## src/rtl/stopwatch_pkg.sv

```systemverilog
// Shared types and 7-segment constants for the stopwatch_lap design.
// Segment patterns are active-low, bit order {g,f,e,d,c,b,a}.
package stopwatch_pkg;

  typedef logic [3:0] bcd_t;

  typedef enum logic {
    RunHold = 1'b0,
    RunGo   = 1'b1
  } run_e;

  localparam bcd_t BcdMax = 4'd9;

  localparam logic [6:0] Seg0     = 7'h40;
  localparam logic [6:0] Seg1     = 7'h79;
  localparam logic [6:0] Seg2     = 7'h24;
  localparam logic [6:0] Seg3     = 7'h30;
  localparam logic [6:0] Seg4     = 7'h19;
  localparam logic [6:0] Seg5     = 7'h12;
  localparam logic [6:0] Seg6     = 7'h02;
  localparam logic [6:0] Seg7     = 7'h78;
  localparam logic [6:0] Seg8     = 7'h00;
  localparam logic [6:0] Seg9     = 7'h10;
  localparam logic [6:0] SegBlank = 7'h7F;

  function automatic logic [6:0] seg7(input bcd_t d);
    logic [6:0] pat;
    case (d)
      4'd0:    pat = Seg0;
      4'd1:    pat = Seg1;
      4'd2:    pat = Seg2;
      4'd3:    pat = Seg3;
      4'd4:    pat = Seg4;
      4'd5:    pat = Seg5;
      4'd6:    pat = Seg6;
      4'd7:    pat = Seg7;
      4'd8:    pat = Seg8;
      4'd9:    pat = Seg9;
      default: pat = SegBlank;
    endcase
    return pat;
  endfunction

endpackage

```

## src/rtl/stopwatch_btn_cond.sv

```systemverilog
// Button conditioner: 2-flop synchroniser, optional debounce, falling-edge pulse.
// Debounce is built only when STOPWATCH_DEBOUNCE_EN is defined.
module stopwatch_btn_cond #(
  parameter int unsigned DEBOUNCE_CYCLES = 100000
) (
  input  logic clk,
  input  logic rst_n,
  input  logic btn,
  output logic level,
  output logic fall
);

  logic sync1_q, sync2_q, prev_q, stable;

  always_ff @(posedge clk or negedge rst_n) begin
    if (!rst_n) begin
      sync1_q <= 1'b0;
      sync2_q <= 1'b0;
    end else begin
      sync1_q <= btn;
      sync2_q <= sync1_q;
    end
  end

`ifdef STOPWATCH_DEBOUNCE_EN
  localparam int unsigned CntW = (DEBOUNCE_CYCLES < 2) ? 1 : $clog2(DEBOUNCE_CYCLES);

  logic [CntW-1:0] cnt_q;
  logic            deb_q;

  // Any disagreement restarts the stability window; a flip is accepted once
  // the new level has persisted for the full window.
  always_ff @(posedge clk or negedge rst_n) begin
    if (!rst_n) begin
      cnt_q <= '0;
      deb_q <= 1'b0;
    end else if (sync2_q == deb_q) begin
      cnt_q <= '0;
    end else if (cnt_q >= CntW'(DEBOUNCE_CYCLES - 1)) begin
      cnt_q <= '0;
      deb_q <= sync2_q;
    end else begin
      cnt_q <= cnt_q + 1'b1;
    end
  end

  assign stable = deb_q;
`else
  assign stable = sync2_q;
`endif

  always_ff @(posedge clk or negedge rst_n) begin
    if (!rst_n) begin
      prev_q <= 1'b0;
    end else begin
      prev_q <= stable;
    end
  end

  assign level = stable;
  assign fall  = prev_q & ~stable;

endmodule

```

## src/rtl/stopwatch_lap.sv

```systemverilog
// BCD stopwatch with lap freeze, overflow flag and multiplexed 7-segment scan.
// Define STOPWATCH_DEBOUNCE_EN to debounce the buttons for DEBOUNCE_CYCLES.
module stopwatch_lap
  import stopwatch_pkg::*;
#(
  parameter int unsigned N_DIGITS        = 4,
  parameter int unsigned TICK_DIV        = 1000000,
  parameter int unsigned SCAN_DIV        = 50000,
  parameter int unsigned DP_POS          = 2,
  parameter int unsigned DEBOUNCE_CYCLES = 100000
) (
  input  logic                mclk,
  input  logic                rst_n,
  input  logic                btn_start,
  input  logic                btn_clear,
  input  logic                btn_lap,
  output logic [N_DIGITS-1:0] an,
  output logic [7:0]          seg,
  output logic                lap_active,
  output logic                ovf
);

  localparam int unsigned PresW    = $clog2(TICK_DIV);
  localparam int unsigned ScanCntW = $clog2(SCAN_DIV);
  localparam int unsigned IdxW     = $clog2(N_DIGITS);
  localparam logic [N_DIGITS-1:0] AnOne = {{(N_DIGITS-1){1'b0}}, 1'b1};

  logic start_fall, clear_lvl, lap_fall;
  logic unused_start_lvl, unused_lap_lvl;

  stopwatch_btn_cond #(.DEBOUNCE_CYCLES(DEBOUNCE_CYCLES)) u_btn_start (
    .clk   (mclk),
    .rst_n (rst_n),
    .btn   (btn_start),
    .level (unused_start_lvl),
    .fall  (start_fall)
  );

  stopwatch_btn_cond #(.DEBOUNCE_CYCLES(DEBOUNCE_CYCLES)) u_btn_clear (
    .clk   (mclk),
    .rst_n (rst_n),
    .btn   (btn_clear),
    .level (clear_lvl),
    .fall  ()
  );

  stopwatch_btn_cond #(.DEBOUNCE_CYCLES(DEBOUNCE_CYCLES)) u_btn_lap (
    .clk   (mclk),
    .rst_n (rst_n),
    .btn   (btn_lap),
    .level (unused_lap_lvl),
    .fall  (lap_fall)
  );

  run_e                    run_q;
  logic [PresW-1:0]        presc_q;
  bcd_t [N_DIGITS-1:0]     count_q, count_inc, lap_q, disp;
  logic                    tick, wrap;

  assign tick = (run_q == RunGo) && (presc_q == PresW'(TICK_DIV - 1));

  // Ripple BCD increment; wrap is the carry out of the top digit.
  always_comb begin
    logic carry;
    carry     = 1'b1;
    count_inc = count_q;
    for (int unsigned i = 0; i < N_DIGITS; i++) begin
      if (carry) begin
        if (count_q[i] == BcdMax) begin
          count_inc[i] = '0;
        end else begin
          count_inc[i] = count_q[i] + 4'd1;
          carry        = 1'b0;
        end
      end
    end
    wrap = carry;
  end

  always_ff @(posedge mclk or negedge rst_n) begin
    if (!rst_n) begin
      run_q      <= RunHold;
      presc_q    <= '0;
      count_q    <= '0;
      lap_q      <= '0;
      lap_active <= 1'b0;
      ovf        <= 1'b0;
    end else begin
      // Start toggles even while clear is held.
      if (start_fall) begin
        run_q <= (run_q == RunGo) ? RunHold : RunGo;
      end
      if (clear_lvl) begin
        presc_q    <= '0;
        count_q    <= '0;
        lap_active <= 1'b0;
        ovf        <= 1'b0;
      end else begin
        if (run_q != RunGo || tick) begin
          presc_q <= '0;
        end else begin
          presc_q <= presc_q + 1'b1;
        end
        if (tick) begin
          count_q <= count_inc;
          if (wrap) begin
            ovf <= 1'b1;
          end
        end
        if (lap_fall) begin
          if (!lap_active) begin
            lap_q      <= count_q;
            lap_active <= 1'b1;
          end else begin
            lap_active <= 1'b0;
          end
        end
      end
    end
  end

  assign disp = lap_active ? lap_q : count_q;

  logic [ScanCntW-1:0] scan_cnt_q;
  logic [IdxW-1:0]     scan_idx_q;
  logic                dp_n;

  assign dp_n = (32'(scan_idx_q) != DP_POS);

  always_ff @(posedge mclk or negedge rst_n) begin
    if (!rst_n) begin
      scan_cnt_q <= '0;
      scan_idx_q <= '0;
      an         <= '1;
      seg        <= 8'hFF;
    end else begin
      if (scan_cnt_q == ScanCntW'(SCAN_DIV - 1)) begin
        scan_cnt_q <= '0;
        scan_idx_q <= (scan_idx_q == IdxW'(N_DIGITS - 1)) ? '0 : scan_idx_q + 1'b1;
      end else begin
        scan_cnt_q <= scan_cnt_q + 1'b1;
      end
      an  <= ~(AnOne << scan_idx_q);
      seg <= {dp_n, seg7(disp[scan_idx_q])};
    end
  end

endmodule

```

## config.mk

```make
export PLATFORM = sky130hd
export DESIGN_NAME = stopwatch_lap
export DESIGN_NICKNAME = d
export VERILOG_FILES = /design/src/rtl/stopwatch_pkg.sv /design/src/rtl/stopwatch_btn_cond.sv /design/src/rtl/stopwatch_lap.sv
export SDC_FILE = /design/constraint.sdc
export NUM_CORES = 1
export LEC_CHECK = 0
export ABC_AREA = 1
export BUFFER_PORTS_ARGS = -buffer_cell sky130_fd_sc_hd__buf_2
export CAP_MARGIN = 5
export CELL_PAD_IN_SITES_DETAIL_PLACEMENT = 0
export CELL_PAD_IN_SITES_GLOBAL_PLACEMENT = 2
export CORE_UTILIZATION = 30
export CTS_CLUSTER_DIAMETER = 50
export DETAILED_ROUTE_END_ITERATION = 8
export PLACE_DENSITY = 0.77
export SLEW_MARGIN = 20
export SYNTH_ARGS = -nofsm -noshare
export SYNTH_HDL_FRONTEND = slang
export SYNTH_HIERARCHICAL = 1
export SYNTH_SLANG_ARGS = --single-unit
```

## constraint.sdc

```tcl
create_clock -name mclk -period 1.67 [get_ports mclk]
set_clock_uncertainty 0.2 [all_clocks]
set_input_delay 0.0835 -clock mclk [delete_from_list [all_inputs] [get_ports mclk]]
set_output_delay 0.0835 -clock mclk [all_outputs]
set_load 0.01 [all_outputs]
```

Word-level counts from Yosys, hierarchy flattened
Memory sizes are Yosys's and may differ from the RTL's. A register that Yosys moved wholly into a read port is not among the register bits.
Index checks and enable logic that the tools add are counted.

word-level totals
  register bits = 93
  memory bits (read-only) = 112
  input port bits = 5
  output and inout bits = 14
  word-level logic and storage cells = 93
  memories kept = 1

memory list
  name              depth  bits a word  read ports  clocked after Yosys merged registers in  write ports  line                 source
  (name not given)  16     7            1           1                                        0            stopwatch_pkg.sv:28  case (d)

operators by class
  add/subtract/negate cells = 7
  order comparisons = 1
  equality and inequality tests = 8
  shift operators = 1
  mux-type cells = 30
  bitwise operators = 7
  reductions and logical operators = 14

operators by type and width
  kind                                                        number
  two-way mux 16 bit                                          4
  two-way mux 20 bit                                          2
  two-way mux 4 bit                                           8
  adder 20 x 1 -> 20 bit, second input constant               1
  equality test 20 bit, second input constant                 1
  adder 16 x 1 -> 16 bit, second input constant               1
  adder 4 x 1 -> 4 bit, second input constant                 4
  equality test 16 bit, second input constant                 1
  equality test 4 bit, second input constant                  4
  two-way mux 1 bit                                           14
  nonzero test 2 bit                                          6
  AND reduction 2 bit                                         5
  binary-select mux 4 bit (select 2 bit)                      1
  inverter 1 bit                                              4
  inverter 4 bit                                              1
  left shift 1 x 2 -> 4 bit, first input constant             1
  less-than comparator 2 x 3 -> 1 bit, second input constant  1
  adder 2 x 1 -> 2 bit, second input constant                 1
  AND 1 bit                                                   2
  equality test 2 bit, second input constant                  1
  two-way mux 2 bit                                           1
  inequality test 2 bit, second input constant                1
  logical AND 1 bit                                           1
  logical NOT 1 bit                                           1
  logical OR 1 bit                                            1

Logic depth before layout (Yosys ltp)
  depth in word-level cells = 8
  gate-level depth with buffers = 13
  depth with buffers taken out = 12

By module
The synthesis kept the hierarchy.

by module, submodules not included
  module              times used  cells each  area each (µm²)  seq. area each (µm²)
  stopwatch_lap       1           613         4718.3           2115.8
  stopwatch_btn_cond  3           5           85.1             75.1

Worst setup path after synthesis
Ideal clock, no wire load.

  kind = register to register
  from = register lap_active
  to = register seg[5]
  setup time = 0.077 ns
  arrival time = 1.591 ns
  slack = -0.198 ns
  stages on the path, launching flop included = 12
  buffers on the path = 1
  period minus slack after synthesis = 1.868 ns
  path through = dfrtp_1 -> buf_6 -> or2_2 -> nand3_1 -> nand3_1 -> nand2_1 -> inv_1 -> ha_1 -> inv_1 -> a21oi_1 -> nand2_1 -> nand2_1

on the way
  longest elaborated chain between the ends = 3

RTL lines
  what                                     line                  source
  start, declared                          stopwatch_lap.sv:19   output logic lap_active,
  start signal, assigned                   stopwatch_lap.sv:86   lap_active <= 1'b0;
  start signal, assigned                   stopwatch_lap.sv:96   lap_active <= 1'b0;
  start signal, assigned                   stopwatch_lap.sv:113  lap_active <= 1'b1;
  two-way mux 16 bit                       --
  binary-select mux 4 bit (select 2 bit)   stopwatch_lap.sv:144  seg <= {dp_n, seg7(disp[scan_idx_q])};
  two-way mux 4 bit (implied by the code)  stopwatch_lap.sv:144
  end, declared                            stopwatch_lap.sv:18   output logic [7:0] seg,

Every way passes these cells. The select of a mux whose other input is x is not followed.
A chain may end at the register's enable or synchronous reset.

Worst setup path in the final report
  from = register lap_active
  to = register seg[0]

The elaborated chain is that of the path after synthesis.

==> results.toml <==
[status]
status = "finished, violations left"
violations = "negative setup slack"

[routing]
drcViolationCount = 0
wl_per_cell_um = 12.3
vias = 4314
ant_nets = 0
routed_wl_um = 11900
vias_per_cell = 4.45
drtIter0Drc = 233
drt_first_pass_iters = 4

[logic_synthesis]
ys_warn_count = 13
synth_area_mm2 = 0.00494
synth_fp_nets = 649
synth_area_per_cell_um2 = 7.90
synth_cells = 625

[timing]
slew_headroom_pct = 65.9
final.setup.worst_slack_ns = -0.119
maxSlewViolCount = 0
layout_min_cycle_time_ns = 1.79
max_freq_mhz = 559
setup_viol = 19
tightest_slew_ns = 0.512
whs_ns = 0.128
finalSetupTns_ns = -0.815
finalHoldViolCount = 0
min_period_over_period_pct = 107
rsz0062_at_grt = "yes"

[clock_tree]
root_buffer = "clkbuf_16"
cts.sinks = 92
path_clk_slew_ns = 0.07
htreeDepth = 3
insertion_delay_ns = 0.35
clockBufferDepth = 2
numCtsBuffers = 9
cts_tree = "built"

[global_routing]
overflow = 0
grt_pass1_vias = 4164
grt_use_total_pct = 14.8
antenna_found_initial = 0
grt_pass1_wl_um = 19600
grt_max_degree = 93

[final_layout]
drive_above_1_share_pct = 36.9
fin_nets = 772
postLayoutCellArea_mm2 = 0.00689
area_growth_syn_to_layout_pct = 39.5
fin_util_pct = 43.1
instances_no_fill = 969
antenna_cells = 0

[job]
cap_violations = 0

[setup_path]
cp.arrival_ns = 1.87
r2r_end = "seg[0]"
worstPathCellList = "buf_6, or2_4, nand3_2, nand3_2, nand2_4, inv_2, ha_2, inv_2, nand2_2, nand3_1, nand2_1"
cp_slowest_cell = "dfrtp_2"
rr_worst_depth = 11
start_kind = "flip-flop"
crit_start = "lap_active"
critical_path_class = "flip-flop to flip-flop"
critical_path_peak_fanout = 5
cp-end-kind = "flip-flop"
worstReg2RegStart = "lap_active"
required_ns = 1.76
critPathMaxStageDelay_ns = 0.45
r2r_slack_ns = -0.12
cp_top_family = "simple AND/OR/NAND/NOR gates"
cp.buffers_inverters = 3

[die]
io_pins = 19
die_area_mm2 = 0.0170
dieWidth_um = 130
core-area_mm2 = 0.0160
num_rows = 46
fp.dieH_um = 130
start_util_pct = 30.9

[power_and_ir_drop]
power.leakage_nw = 3.29
max-vdd-ir-drop_uv = 474
power_density_mw_per_mm2 = 803

[placement]
dpl.cell_count = 917
dp_hpwl_um = 8030
place_area_mm2 = 0.00582
routabilityCongestion = 0.807
io_buffers = 18

[min_path]
min-delay-path-class = "input pin to asynchronous set/reset pin"
-- through the flow --
step | power, W | setup WS (ns)
3_5_place_dp | 0.00336 | -0.144
6_report | 0.00553 | -0.119
3_3_place_gp | 0.00334 | -0.101
5_1_grt | 0.00581 | -0.197
4_1_cts | 0.00548 | -0.127
2_1_floorplan | 0.00297 | -0.0544
-- repair_timing --
action                     4_1_cts  5_1_grt
gates resized for setup         46       97
cloned                           2        3
pin swaps                       25       47
hold buffers                     4        0
setup endpoints to repair       33       53
hold endpoints to repair        95        0
setup buffers                   15       13
-- metal layers --
metal,part of all wire (%),global-route usage (%)
met1,49,19.5
met2,48,24.0
met3,1.5,2.21
met4,1.9,6.70
met5,0,0
-- power by group --
part / switching, W / internal, W / leakage, nW
Clock: 0.000863 / 0.00114 / 0.136
Sequential: 0.000130 / 0.00240 / 1.18
Combinational: 0.000519 / 0.000484 / 1.97
-- state kept, by name (all words and copies together) (netlist names), 2 cells and up --
register	cells
seg	8
an	3
count_q	16
presc_q	20
scan_cnt_q	16
scan_idx_q	2
lap_q	16
-- area by class of cell --
type                            count  area (µm²)
Multi-Input combinational cell    443        2670
Timing Repair Buffer              125        1030
Clock inverter                      1        7.51
Inverter                           77         304
Sequential cell                    92        2320
Fill cell                        1675        9110
Clock buffer                       15         278
Tap cell                          216         270
-- worst max-delay path by stage --
| stage | end | slack, ns | depth (start not counted) |
|---|---|---|---|
| 2_1_floorplan | seg[0] | -0.05 | 11 |
| 3_3_place_gp | seg[0] | -0.10 | 11 |
| 3_5_place_dp | seg[3] | -0.14 | 11 |
| 4_1_cts | seg[3] | -0.13 | 11 |
| 5_1_grt | seg[1] | -0.20 | 11 |
| 6_report | seg[0] | -0.12 | 11 |
-- worst reg2reg max path, stage by stage (launching register included) --
cell and delay (ns):
dfrtp_2 0.45, buf_6 0.15, or2_4 0.23, nand3_2 0.06, nand3_2 0.09, nand2_4 0.12, inv_2 0.06, ha_2 0.17
inv_2 0.05, nand2_2 0.04, nand3_1 0.06, nand2_1 0.05
-- cells in the final DEF (no fill, tap or decap), types with 6 or more instances in the layout --
master	n
nand2_1	136
buf_4	85
dfrtp_1	75
nor2_1	67
nand3_1	56
inv_1	55
nand2_2	27
xor2_1	21
buf_2	19
inv_2	17
nand3_2	16
nor2_2	15
nor2_4	12
dfstp_2	11
nor3_1	10
ha_1	10
clkbuf_16	10
buf_6	10
o21ai_1	9
nand2_4	7
xnor2_1	6
ha_2	6
dfrtp_2	6
Note: power is estimated with default switching activity, not from simulation.
